[config.mk]
export PLATFORM = sky130hd
export DESIGN_NAME = csel_adder_pipe
export DESIGN_NICKNAME = d
export VERILOG_FILES = /design/src/rtl/csel_pkg.sv /design/src/rtl/csel_block.sv /design/src/rtl/csel_adder_pipe.sv
export SDC_FILE = /design/constraint.sdc
export NUM_CORES = 1
export LEC_CHECK = 0
export ABC_CLOCK_PERIOD_IN_PS = 33600
export CORE_UTILIZATION = 55
export CTS_BUF_LIST = sky130_fd_sc_hd__clkbuf_4 sky130_fd_sc_hd__clkbuf_8
export CTS_CLUSTER_DIAMETER = 40
export DETAILED_ROUTE_END_ITERATION = 8
export DONT_BUFFER_PORTS = 1
export GPL_TIMING_DRIVEN = 1
export PLACE_DENSITY = 0.67
export SYNTH_ARGS = -nofsm -noshare
export SYNTH_HDL_FRONTEND = slang
export SYNTH_SLANG_ARGS = --single-unit
[constraint.sdc]
create_clock -name clk -period 33.6 [get_ports clk]
set_clock_uncertainty 0.05 [all_clocks]
set_input_delay 6.72 -clock clk [delete_from_list [all_inputs] [get_ports clk]]
set_output_delay 6.72 -clock clk [all_outputs]
set_load 0.03 [all_outputs]
[src/rtl/csel_pkg.sv]
// Shared constants and elaboration-time helpers for the pipelined carry-select adder.
package csel_pkg;

  localparam logic OP_ADD = 1'b0;
  localparam logic OP_SUB = 1'b1;

  function automatic int calc_nblk(input int width, input int block);
    return width / block;
  endfunction

  function automatic int calc_nstg(input int nblk, input int bps);
    return (nblk + bps - 1) / bps;
  endfunction

  // Index of the last block resolved by stage stg; the final stage may be short.
  function automatic int stage_last_blk(input int stg, input int nblk, input int bps);
    int last;
    last = ((stg + 1) * bps > nblk) ? nblk : (stg + 1) * bps;
    return last - 1;
  endfunction

  function automatic bit params_ok(input int width, input int block, input int bps);
    return (width > 0) && (block > 0) && (bps > 0) && ((width % block) == 0);
  endfunction

endpackage

[src/rtl/csel_block.sv]
// One carry-select slice: two ripple chains (carry-in 0 and 1) selected by the real carry.
module csel_block #(
  parameter int W = 8
) (
  input  logic [W-1:0] a,
  input  logic [W-1:0] b,
  input  logic         c_in,
  output logic [W-1:0] sum,
  output logic         c_out,
  output logic         c_msb_in
);

  logic [W-1:0] s0_s;
  logic [W-1:0] s1_s;
  logic [W:0]   k0_s;
  logic [W:0]   k1_s;

  always_comb begin
    s0_s    = '0;
    s1_s    = '0;
    k0_s    = '0;
    k1_s    = '0;
    k0_s[0] = 1'b0;
    k1_s[0] = 1'b1;
    for (int i = 0; i < W; i++) begin
      s0_s[i]   = a[i] ^ b[i] ^ k0_s[i];
      k0_s[i+1] = (a[i] & b[i]) | (k0_s[i] & (a[i] ^ b[i]));
      s1_s[i]   = a[i] ^ b[i] ^ k1_s[i];
      k1_s[i+1] = (a[i] & b[i]) | (k1_s[i] & (a[i] ^ b[i]));
    end
  end

  assign sum      = c_in ? s1_s : s0_s;
  assign c_out    = c_in ? k1_s[W] : k0_s[W];
  assign c_msb_in = c_in ? k1_s[W-1] : k0_s[W-1];

endmodule

[src/rtl/csel_adder_pipe.sv]
// Pipelined carry-select adder/subtractor with valid/ready flow control.
// Each stage resolves BPS blocks; a single global enable stalls the whole pipe.
module csel_adder_pipe #(
  parameter int WIDTH = 64,
  parameter int BLOCK = 8,
  parameter int BPS   = 2
) (
  input  logic             clk,
  input  logic             rst,
  input  logic             in_valid,
  output logic             in_ready,
  input  logic [WIDTH-1:0] a,
  input  logic [WIDTH-1:0] b,
  input  logic             cin,
  input  logic             sub,
  output logic             out_valid,
  input  logic             out_ready,
  output logic [WIDTH-1:0] sum,
  output logic             cout,
  output logic             ovf
);
  import csel_pkg::*;

  localparam int NBLK = calc_nblk(WIDTH, BLOCK);
  localparam int NSTG = calc_nstg(NBLK, BPS);

  if (!params_ok(WIDTH, BLOCK, BPS)) begin : g_param_err
    $error("csel_adder_pipe: WIDTH must be a positive multiple of BLOCK");
  end

  logic [WIDTH-1:0] st_a_s   [NSTG];
  logic [WIDTH-1:0] st_bx_s  [NSTG];
  logic [WIDTH-1:0] st_sum_s [NSTG];
  logic [NSTG-1:0]  st_c_s;
  logic [NSTG-1:0]  st_v_s;

  logic [WIDTH-1:0] a_q   [NSTG];
  logic [WIDTH-1:0] a_d   [NSTG];
  logic [WIDTH-1:0] bx_q  [NSTG];
  logic [WIDTH-1:0] bx_d  [NSTG];
  logic [WIDTH-1:0] sum_q [NSTG];
  logic [WIDTH-1:0] sum_d [NSTG];
  logic [NSTG-1:0]  c_q;
  logic [NSTG-1:0]  c_d;
  logic [NSTG-1:0]  v_q;
  logic [NSTG-1:0]  v_d;
  logic             msb_c_q;
  logic             msb_c_d;

  logic [BLOCK-1:0] blk_sum_s [NBLK];
  logic [NBLK-1:0]  blk_cmsb_s;
  logic             unused_cmsb_s;
  logic             en_s;

  assign en_s     = !out_valid || out_ready;
  assign in_ready = en_s;

  // Stage inputs: stage 0 sees the ports, later stages see the previous register.
  always_comb begin
    st_a_s[0]   = a;
    st_bx_s[0]  = (sub == OP_SUB) ? ~b : b;
    st_c_s[0]   = cin ^ sub;
    st_sum_s[0] = '0;
    st_v_s[0]   = in_valid;
    for (int s = 1; s < NSTG; s++) begin
      st_a_s[s]   = a_q[s-1];
      st_bx_s[s]  = bx_q[s-1];
      st_c_s[s]   = c_q[s-1];
      st_sum_s[s] = sum_q[s-1];
      st_v_s[s]   = v_q[s-1];
    end
  end

  for (genvar j = 0; j < NBLK; j++) begin : g_blk
    localparam int STG = j / BPS;
    logic             c_in_s;
    logic             c_out_s;
    logic             c_msb_s;
    logic [BLOCK-1:0] sum_s;

    if ((j % BPS) == 0) begin : g_first
      assign c_in_s = st_c_s[STG];
    end else begin : g_chain
      assign c_in_s = g_blk[j-1].c_out_s;
    end

    csel_block #(.W(BLOCK)) u_blk (
      .a        (st_a_s[STG][j*BLOCK +: BLOCK]),
      .b        (st_bx_s[STG][j*BLOCK +: BLOCK]),
      .c_in     (c_in_s),
      .sum      (sum_s),
      .c_out    (c_out_s),
      .c_msb_in (c_msb_s)
    );

    assign blk_sum_s[j]  = sum_s;
    assign blk_cmsb_s[j] = c_msb_s;

    // The last block of each stage hands its carry to the next stage.
    if (j == stage_last_blk(STG, NBLK, BPS)) begin : g_stage_carry
      assign c_d[STG] = c_out_s;
    end
  end

  assign msb_c_d       = blk_cmsb_s[NBLK-1];
  assign unused_cmsb_s = ^blk_cmsb_s;

  always_comb begin
    for (int s = 0; s < NSTG; s++) begin
      a_d[s]   = st_a_s[s];
      bx_d[s]  = st_bx_s[s];
      sum_d[s] = st_sum_s[s];
      v_d[s]   = st_v_s[s];
    end
    for (int j = 0; j < NBLK; j++) begin
      sum_d[j / BPS][j*BLOCK +: BLOCK] = blk_sum_s[j];
    end
  end

  always_ff @(posedge clk) begin
    if (!rst) begin
      v_q     <= '0;
      c_q     <= '0;
      msb_c_q <= 1'b0;
      for (int s = 0; s < NSTG; s++) begin
        a_q[s]   <= '0;
        bx_q[s]  <= '0;
        sum_q[s] <= '0;
      end
    end else if (en_s) begin
      v_q     <= v_d;
      c_q     <= c_d;
      msb_c_q <= msb_c_d;
      for (int s = 0; s < NSTG; s++) begin
        a_q[s]   <= a_d[s];
        bx_q[s]  <= bx_d[s];
        sum_q[s] <= sum_d[s];
      end
    end
  end

  assign out_valid = v_q[NSTG-1];
  assign sum       = sum_q[NSTG-1];
  assign cout      = c_q[NSTG-1];
  assign ovf       = msb_c_q ^ c_q[NSTG-1];

endmodule

# ---- After elaboration in Yosys (flattened, before gate mapping)
# Memories as Yosys holds them, arrays and structs flattened.
# Index checks and enable logic that the tools add are counted.
dict set report word_totals {
  regBits 9
  latchBits 0
  mem_bits_rw 768
  romBits 0
  inputBits 134
  output_inout_bits 68
  memories 3
}
dict set report classes {
  n_addsub 0
  mul 0
  div_mod_pow 0
  magnitude_cmp 0
  eq_ne 0
  shifts 0
  muxes 34
  n_bitwise 495
  reduce_logical 2
}
# name depth width rd rd_ports_with_merged_regs write_ports line
set mem_list {}
lappend mem_list {a_q 4 64 3 0 4 csel_adder_pipe.sv:37} ;# logic [WIDTH-1:0] a_q [NSTG];
lappend mem_list {bx_q 4 64 3 0 4 csel_adder_pipe.sv:39} ;# logic [WIDTH-1:0] bx_q [NSTG];
lappend mem_list {sum_q 4 64 4 0 4 csel_adder_pipe.sv:41} ;# logic [WIDTH-1:0] sum_q [NSTG];
# op count
set ops {}
lappend ops {{$mux 64} 13}
lappend ops {{$xor 1x1->1} 178}
lappend ops {{$and 1x1->1} 176}
lappend ops {{$or 1x1->1} 132}
lappend ops {{$mux 8} 8}
lappend ops {{$not 64->64} 1}
lappend ops {{$mux 1} 13}
lappend ops {{$not 1->1} 8}
lappend ops {{$logic_not 1->1} 1}
lappend ops {{$logic_or 1x1->1} 1}

# ---- Depth between registers and ports, before layout
# Gate-level depths: netlist of the first run.
dict set report depth {
  word_depth 21
  ltp_mapped 28
  ltp_nobuf 27
}

# ---- Modules after synthesis
# Synthesis of the first run repeated with hierarchy kept, for this count alone.
dict set report hier_totals {
  cells_unflattened 1085
  area_unflattened_um2 15910.3
}
# mod instances cells_per_inst area_each_um2 seq_area_each_um2
set modules_own_cells {}
lappend modules_own_cells {csel_adder_pipe 1 893 14078.5 10750.3}
lappend modules_own_cells {{csel_block at g_blk[0].u_blk ...} 6 24 227.7 0.0}
lappend modules_own_cells {{csel_block at g_blk[6].u_blk ...} 2 24 232.7 0.0}

# ---- Least setup slack after synthesis of the first run
# No wires, ideal clock.
dict set report synth_path {
  path_kind {input-to-reg}
  from {input port rst}
  to {memory a_q[1][36] (netlist: a_q[0][100]), enable pin}
  setup_time_ps 2589
  arrival_ps 12830
  t_required_ps 30961
  slack_ps 18131
  path_stages 3
  n_path_buf 2
  path_cell_list {buf_2 clkbuf_1 nand2_1}
}
# element line
set synth_rtl {}
lappend synth_rtl {{from (decl)} csel_adder_pipe.sv:9} ;# input logic rst,
lappend synth_rtl {{to (decl)} csel_adder_pipe.sv:37}

# ---- Final worst setup path of the first run
dict set report layout_path {
  from {input port out_ready}
  to {output port in_ready}
}
dict set report layout_between {
  elab_chain_cells 1
}
# element line
set layout_lines {}
lappend layout_lines {{from (decl)} csel_adder_pipe.sv:17} ;# input logic out_ready,
lappend layout_lines {{$logic_or 1x1->1} csel_adder_pipe.sv:55} ;# assign en_s = !out_valid || out_ready;
lappend layout_lines {{to (decl)} csel_adder_pipe.sv:11} ;# output logic in_ready,
# No other way between the ends.

==> flow_metrics.env, run 1 <==
export IMPL_synth_simple_gate_area_share_pct=13.44
export IMPL_largest_net_degree_at_the_start_of_global_routing=296
export IMPL_cts_inserted_buffers=61
export IMPL_finalHoldViolations=0
export IMPL_cts_resized=0
export IMPL_worstPathArrival_ns=7.27
export IMPL_cts_root_buf="sky130_fd_sc_hd__clkbuf_8"
export IMPL_grt_pass1_vias=7536
export IMPL_muxShareOfSynthArea_pct=0.3814
export IMPL_powerDensity_nw_per_um2=57.25
export IMPL_critical_path_slowest_cell="sky130_fd_sc_hd__nor2b_4"
export IMPL_result_of_the_run="finished, final reports clean"
export IMPL_finish_net_count=1219
export IMPL_min_path_cells=2
export IMPL_post_synth_fa_ha_maj_area_fraction_pct=8.390
export IMPL_cts_tree="built"
export IMPL_power_leakage_uw=0.007747
export IMPL_cp_top_family="simple AND/OR/NAND/NOR gates"
export IMPL_rsz0062_at_grt="no"
export IMPL_setup_tns_ns=0
export IMPL_drtAntennaViolNets=0
export IMPL_dominant_combinational_cell_family_by_area_after_synthesis="simple AND/OR/NAND/NOR gates"
export IMPL_power_total_uw=965.7
export IMPL_cp_max_fo=167
export IMPL_route_detailed_wl_per_inst_um=17.45
export IMPL_finalWirelength_um=25120
export IMPL_synthesis_instances=1025
export IMPL_drc_violations_left=0
export IMPL_clk_path_buf_depth=3
export IMPL_slew_violations=0
export IMPL_synth_yosys_warnings=0
export IMPL_std_cell_rows=61
export IMPL_hold_path_endpoint="v_q[1]"
export IMPL_start_util_pct=56.22
export IMPL_share_of_cells_above_drive_strength_1_pct=9.896
export IMPL_period_needed_ns=14.04
export IMPL_regToRegStartpoint="a_q[0][176]"
export IMPL_critPathBufInv=1
export IMPL_first_pass_iters=4
export IMPL_number_of_clock_sinks=361
export IMPL_critPathLaunchType="input port"
export IMPL_timing_critical_path_required_ns=26.83
export IMPL_worst_pin_slew_ns=1.124
export IMPL_cts_post_setup_buffers_inserted=0
export IMPL_synth_seq_cells=361
export IMPL_area_of_the_multi_input_gates_um2=4239
export IMPL_grt_overflow=0
export IMPL_place_hpwl_um=14140
export IMPL_global_route_usage_total_pct=17.47
export IMPL_synthesis_area_um2=15750
export IMPL_synth_compound_area_share_pct=0.5403
export IMPL_filler_cell_count=2150
export IMPL_setup_worst_path_class="in -> out"
export IMPL_critical_path_cell_chain="nor2b_4 -> inv_8"
export IMPL_fmax_mhz=71.25
export IMPL_total_of_buffers_placed_on_input_and_output_ports=0
export IMPL_synth_lib_cells_used_distinct=22
export IMPL_syn_mean_instance_area_um2=15.36
export IMPL_synthesis_nets=1231
export IMPL_holdCritStartpoint="v_q[0]"
export IMPL_via_per_inst=5.321
export IMPL_worstSetupEndpointType="primary output"
export IMPL_antenna_found_initial=3
export IMPL_final_setup_worst_slack_ns=19.56
export IMPL_timing_reg2reg_worst_path_depth=21
export IMPL_clkSlewWorstSetupHoldPaths_ns=0.06
export IMPL_area_sequential_um2=10750
export IMPL_routabilityCongestion=0.7879
export IMPL_utilization_pct=60.22
export IMPL_finalSetupViolations=0
export IMPL_num_vias=7662
export IMPL_ff2ff_setup_slack_ns=26.64
export IMPL_irDropWorstVdd_mv=0.03234
export IMPL_holdBufCountCts=0
export IMPL_die_area_um2=29310
export IMPL_boundaryPins=202
export IMPL_coreArea_um2=28010
export IMPL_ctsHtreeMaxLevel=2
export IMPL_drv_max_cap_violation_count=0
export IMPL_synthXorXnorAreaFrac_pct=4.116
export IMPL_critical_path_reg2reg_endpoint="sum_q[3][63]"
export IMPL_grt_pass1_wl_um=39250
export IMPL_chipWidth_um=171.2
export IMPL_period_share_pct=41.77
export IMPL_class_of_the_tightest_hold_or_removal_check="reg -> reg"
export IMPL_finish_cell_count_without_fillers=1440
export IMPL_drt_initial_drc_count=575
export IMPL_worst_slew_margin_rel_pct=25.09
export IMPL_place_detailed_instances=1328
export IMPL_synth_seq_area_share_pct=68.27
export IMPL_worstSkewPairLatency_ns=0.60
export IMPL_synthToLayoutAreaGrowth_pct=7.119
export IMPL_chipHeight_um=171.2
export IMPL_timing_critical_path_slowest_cell_delay_ns=0.27
export IMPL_placement_setup_worst_slack_ns=19.49
## flip-flops by register name, summed over array words and instances (netlist names)
| name | cells |
|---|---|
| bx_q | 96 |
| v_q | 4 |
| c_q | 4 |
| a_q | 96 |
| msb_c_q | 1 |
| sum_q | 160 |
## cell families (layout without fill, tap and decap cells)
| kind of cell | after synthesis | in the layout |
|---|---|---|
| compound gates | 11 | 11 |
| xor+xnor | 74 | 74 |
| fa+ha+maj | 72 | 72 |
| buf+inv | 131 | 167 |
| flops | 361 | 361 |
| mux | 6 | 6 |
| other cells | 0 | 1 |
| simple gates | 370 | 370 |
## worst reg2reg max path: stages, from the launching register on
cell and delay [ns]:
sky130_fd_sc_hd__edfxtp_1 0.40, sky130_fd_sc_hd__ha_1 0.21, sky130_fd_sc_hd__inv_1 0.05, sky130_fd_sc_hd__mux2i_1 0.08, sky130_fd_sc_hd__fa_1 0.39, sky130_fd_sc_hd__fa_1 0.38, sky130_fd_sc_hd__fa_1 0.39, sky130_fd_sc_hd__fa_1 0.38
sky130_fd_sc_hd__fa_1 0.38, sky130_fd_sc_hd__fa_1 0.39, sky130_fd_sc_hd__fa_1 0.43, sky130_fd_sc_hd__mux2i_1 0.16, sky130_fd_sc_hd__fa_1 0.39, sky130_fd_sc_hd__fa_1 0.39, sky130_fd_sc_hd__fa_1 0.41, sky130_fd_sc_hd__fa_1 0.39
sky130_fd_sc_hd__fa_1 0.41, sky130_fd_sc_hd__inv_1 0.10, sky130_fd_sc_hd__fa_1 0.23, sky130_fd_sc_hd__inv_1 0.07, sky130_fd_sc_hd__fa_1 0.46, sky130_fd_sc_hd__and3_1 0.18
## cell usage after synthesis
cell / instances / area, um^2
sky130_fd_sc_hd__a21boi_0: 5 / 37.54
sky130_fd_sc_hd__a21oi_1: 2 / 10.01
sky130_fd_sc_hd__and3_1: 284 / 1777
sky130_fd_sc_hd__buf_2: 8 / 40.04
sky130_fd_sc_hd__buf_4: 7 / 52.55
sky130_fd_sc_hd__buf_6: 31 / 349.1
sky130_fd_sc_hd__clkbuf_1: 34 / 127.6
sky130_fd_sc_hd__dfxtp_1: 9 / 180.2
sky130_fd_sc_hd__edfxtp_1: 352 / 10570
sky130_fd_sc_hd__fa_1: 56 / 1121
sky130_fd_sc_hd__ha_1: 16 / 200.2
sky130_fd_sc_hd__inv_1: 50 / 187.7
sky130_fd_sc_hd__inv_6: 1 / 8.760
sky130_fd_sc_hd__mux2i_1: 6 / 60.06
sky130_fd_sc_hd__nand2_1: 14 / 52.55
sky130_fd_sc_hd__nand2_4: 1 / 11.26
sky130_fd_sc_hd__nor2_1: 70 / 262.8
sky130_fd_sc_hd__nor2b_4: 1 / 13.76
sky130_fd_sc_hd__o211a_1: 3 / 30.03
sky130_fd_sc_hd__o21a_1: 1 / 7.510
sky130_fd_sc_hd__xnor2_1: 64 / 560.5
sky130_fd_sc_hd__xor2_1: 10 / 87.58
## cell type report
class,instances,area share [%]
inverters,51,1.179
multi-input cells,533,25.13
diodes,1,0.01483
repair buffers,5,0.2225
clock inverters,28,0.9642
clock buffers,83,5.956
well taps,378,2.804
flip-flops and latches,361,63.73
## stage by stage
step / area, um^2 / hold slack, ns
6_report: 16870 / 0.4251
5_1_grt: 16870 / 0.4335
4_1_cts: 16870 / 0.4254
3_5_place_dp: 15700 / 0.4079
3_3_place_gp: 15700 / 0.4029
2_1_floorplan: 15750 / 0.3903
## cell usage in the layout, fill, tap and decap left out
cell,count
sky130_fd_sc_hd__clkbuf_8,61
sky130_fd_sc_hd__edfxtp_1,352
sky130_fd_sc_hd__nand2_1,13
sky130_fd_sc_hd__xnor2_1,64
sky130_fd_sc_hd__clkinv_1,15
sky130_fd_sc_hd__and3_1,284
sky130_fd_sc_hd__clkinv_2,7
sky130_fd_sc_hd__inv_8,2
sky130_fd_sc_hd__inv_1,50
sky130_fd_sc_hd__diode_2,1
sky130_fd_sc_hd__mux2i_1,6
sky130_fd_sc_hd__xor2_1,10
sky130_fd_sc_hd__clkinvlp_4,4
sky130_fd_sc_hd__ha_1,16
sky130_fd_sc_hd__a21oi_1,2
sky130_fd_sc_hd__nand2_4,2
sky130_fd_sc_hd__a21boi_0,5
sky130_fd_sc_hd__buf_4,5
sky130_fd_sc_hd__bufinv_16,1
sky130_fd_sc_hd__o211a_1,3
sky130_fd_sc_hd__o21a_1,1
sky130_fd_sc_hd__fa_1,56
sky130_fd_sc_hd__nor2_1,70
sky130_fd_sc_hd__clkbuf_4,22
sky130_fd_sc_hd__nor2b_4,1
sky130_fd_sc_hd__dfxtp_1,9
## power breakdown
group | leakage [uW] | switching (uW) | internal (uW)
clock network | 0.000611 | 168 | 201
registers | 0.00425 | 19.2 | 530
logic | 0.00288 | 21.8 | 25.5
## per-layer routing
layer	global-route usage (%)	part of all wire, %	vias up
li1	-	-	3642
met3	5.960	7.1	62
met2	28.49	49	210
met1	21.65	41	3744
met4	6.444	2.7	4
met5	0	0.11	-
## worst max-delay path by stage
stage	from	end	cells after the start
after detailed placement	out_ready	in_ready	2
after floorplan	rst	a_q[0][100]	3
after global routing	out_ready	in_ready	2
after global placement	out_ready	in_ready	2
final	out_ready	in_ready	2
after CTS	out_ready	in_ready	2
Note: power is estimated with default switching activity, not from simulation.
==> run 2: changes to the inputs <==
--- a/config.mk
+++ b/config.mk
@@ -5,7 +5,7 @@
 export SDC_FILE = /design/constraint.sdc
 export NUM_CORES = 1
 export LEC_CHECK = 0
-export ABC_CLOCK_PERIOD_IN_PS = 33600
+export ABC_CLOCK_PERIOD_IN_PS = 13760
 export CORE_UTILIZATION = 55
 export CTS_BUF_LIST = sky130_fd_sc_hd__clkbuf_4 sky130_fd_sc_hd__clkbuf_8
 export CTS_CLUSTER_DIAMETER = 40
==> constraint.sdc (replaced) <==
create_clock -name clk -period 13.76 [get_ports clk]
set_clock_uncertainty 0.05 [all_clocks]
set_input_delay 2.752 -clock clk [delete_from_list [all_inputs] [get_ports clk]]
set_output_delay 2.752 -clock clk [all_outputs]
set_load 0.03 [all_outputs]
==> run 2 against run 1 <==
Net effect:
- power is 150% higher
- core utilization is 0.15 points higher
- cell count is 0.14% higher
- wire length is 1.0% lower
- sequential cell count stayed put
- register-to-register slack worse by 20 ns
- via count is 1.1% lower
- clock-buffer cell count is 2 lower
- cell area is 0.24% higher
- critical path type is now in -> reg
- worst setup slack worse by 14 ns
- largest power group unchanged
- combinational power is 150% higher
- critical path depth is 24 higher
==> flow_metrics.env, run 2 (synthesis gave the netlist of run 1 again) <==
export IMPL_result_of_the_run="finished, final reports clean"
export IMPL_worst_slew_margin_rel_pct=28.05
export IMPL_drtAntennaViolNets=0
export IMPL_via_per_inst=5.253
export IMPL_area_sequential_um2=10750
export IMPL_clk_path_buf_depth=3
export IMPL_chipWidth_um=171.2
export IMPL_worstSkewPairLatency_ns=0.59
export IMPL_cts_resized=0
export IMPL_routabilityCongestion=0.7466
export IMPL_finalWirelength_um=24870
export IMPL_timing_reg2reg_worst_path_depth=21
export IMPL_antenna_found_initial=2
export IMPL_synthToLayoutAreaGrowth_pct=7.381
export IMPL_finalSetupViolations=0
export IMPL_powerDensity_nw_per_um2=140.6
export IMPL_holdCritStartpoint="v_q[0]"
export IMPL_start_util_pct=56.22
export IMPL_drv_max_cap_violation_count=0
export IMPL_class_of_the_tightest_hold_or_removal_check="reg -> reg"
export IMPL_cp_max_fo=65
export IMPL_total_of_buffers_placed_on_input_and_output_ports=0
export IMPL_place_hpwl_um=14020
export IMPL_irDropWorstVdd_mv=0.07972
export IMPL_grt_pass1_vias=7177
export IMPL_largest_register="sum_q"
export IMPL_number_of_clock_sinks=361
export IMPL_worst_pin_slew_ns=1.079
export IMPL_timing_critical_path_required_ns=14.05
export IMPL_boundaryPins=202
export IMPL_largest_net_degree_at_the_start_of_global_routing=296
export IMPL_setup_worst_path_class="in -> reg"
export IMPL_fmax_mhz=121.9
export IMPL_area_of_the_multi_input_gates_um2=4239
export IMPL_route_detailed_wl_per_inst_um=17.24
export IMPL_grt_overflow=0
export IMPL_cts_root_buf="sky130_fd_sc_hd__clkbuf_8"
export IMPL_slew_violations=0
export IMPL_period_needed_ns=8.203
export IMPL_cts_tree="built"
export IMPL_ctsHtreeMaxLevel=2
export IMPL_min_path_cells=2
export IMPL_final_cell_mix="sky130_fd_sc_hd__edfxtp_1, sky130_fd_sc_hd__and3_1, sky130_fd_sc_hd__nor2_1"
export IMPL_critical_path_reg2reg_endpoint="sum_q[3][63]"
export IMPL_setup_tns_ns=0
export IMPL_dpl_instance_area_um2=15710
export IMPL_regToRegStartpoint="a_q[0][176]"
export IMPL_coreArea_um2=28010
export IMPL_std_cell_rows=61
export IMPL_clkSlewWorstSetupHoldPaths_ns=0.06
export IMPL_rsz0062_at_grt="no"
export IMPL_ff2ff_setup_slack_ns=6.88
export IMPL_worstPathArrival_ns=8.50
export IMPL_share_of_cells_above_drive_strength_1_pct=9.784
export IMPL_global_route_usage_total_pct=16.99
export IMPL_drt_initial_drc_count=539
export IMPL_finish_net_count=1218
export IMPL_cts_inserted_buffers=60
export IMPL_design_area_um2=16910
export IMPL_flip_flop_count_of_the_largest_register_all_copies_and_words_added=160
export IMPL_worstSetupEndpointType="register"
export IMPL_grt_pass1_wl_um=38090
export IMPL_period_share_pct=59.62
export IMPL_drc_violations_left=0
export IMPL_critPathLaunchType="input port"
export IMPL_die_area_um2=29310
export IMPL_cts_post_setup_buffers_inserted=0
export IMPL_power_leakage_uw=0.007778
export IMPL_hold_path_endpoint="v_q[1]"
export IMPL_hold_ws_ns=0.4155
export IMPL_holdBufCountCts=0
export IMPL_largest_registers="sum_q (160), a_q (96), bx_q (96)"
export IMPL_first_pass_iters=5
export IMPL_num_vias=7575
export IMPL_chipHeight_um=171.2
export IMPL_finalHoldViolations=0
export IMPL_layout_cells_most_common="sky130_fd_sc_hd__edfxtp_1"
export IMPL_power_total_uw=2378
export IMPL_filler_cell_count=2097
==> run 2: worst max-delay path by stage <==
stage / startpoint / end / cells after the start
final: sub / sum_q[0][15] / 26
after global routing: sub / sum_q[0][15] / 26
after CTS: sub / sum_q[0][15] / 26
after detailed placement: sub / sum_q[0][15] / 26
after global placement: sub / sum_q[0][15] / 26
after floorplan: rst / a_q[0][100] / 3
==> run 2: cell type report <==
class,count,share of cell area [%]
Timing Repair Buffer,5,0.2960
Clock inverter,32,1.147
Tap cell,378,2.797
Sequential cell,361,63.57
Clock buffer,81,5.927
Antenna cell,1,0.01480
Multi-Input combinational cell,533,25.07
Inverter,51,1.176
==> run 2: power breakdown <==
| group | total [uW] | switching (uW) | internal (uW) |
|---|---|---|---|
| sequential | 1340 | 46.8 | 1290 |
| clock | 922 | 412 | 510 |
| combinational | 116 | 53.4 | 62.4 |
| total | 2380 | 512 | 1870 |
==> run 2: critical path: stages <==
cell                      delay (ns)
sky130_fd_sc_hd__xor2_1         0.17
sky130_fd_sc_hd__inv_1          0.06
sky130_fd_sc_hd__ha_1           0.17
sky130_fd_sc_hd__a21oi_1        0.15
sky130_fd_sc_hd__fa_1           0.21
sky130_fd_sc_hd__fa_1           0.16
sky130_fd_sc_hd__inv_1          0.05
sky130_fd_sc_hd__fa_1           0.37
sky130_fd_sc_hd__fa_1           0.39
sky130_fd_sc_hd__fa_1           0.39
sky130_fd_sc_hd__fa_1           0.37
sky130_fd_sc_hd__inv_1          0.07
sky130_fd_sc_hd__fa_1           0.22
sky130_fd_sc_hd__mux2i_1        0.25
sky130_fd_sc_hd__fa_1           0.19
sky130_fd_sc_hd__inv_1          0.05
sky130_fd_sc_hd__fa_1           0.37
sky130_fd_sc_hd__fa_1           0.38
sky130_fd_sc_hd__fa_1           0.37
sky130_fd_sc_hd__inv_1          0.07
sky130_fd_sc_hd__fa_1           0.15
sky130_fd_sc_hd__inv_1          0.05
sky130_fd_sc_hd__fa_1           0.35
sky130_fd_sc_hd__inv_1          0.08
sky130_fd_sc_hd__fa_1           0.42
sky130_fd_sc_hd__and3_1         0.19
==> run 2: metrics by stage <==
stage | setup slack, ns | utilization [%] | instances
finish | 5.557 | 60.37 | 1442
global route | 5.260 | 60.36 | 1441
CTS | 5.552 | 60.36 | 1441
detailed placement | 4.925 | 56.09 | 1328
global placement | 5.014 | 56.09 | 1328
floorplan | 2.259 | - | 1025
==> run 2: metal layers <==
layer	share of wire (%)	GRT usage (%)	up-vias
li1	-	-	3645
met1	42	22.21	3672
met2	48	26.65	202
met3	6.3	5.131	54
met4	2.8	6.949	2
met5	0.068	0	-
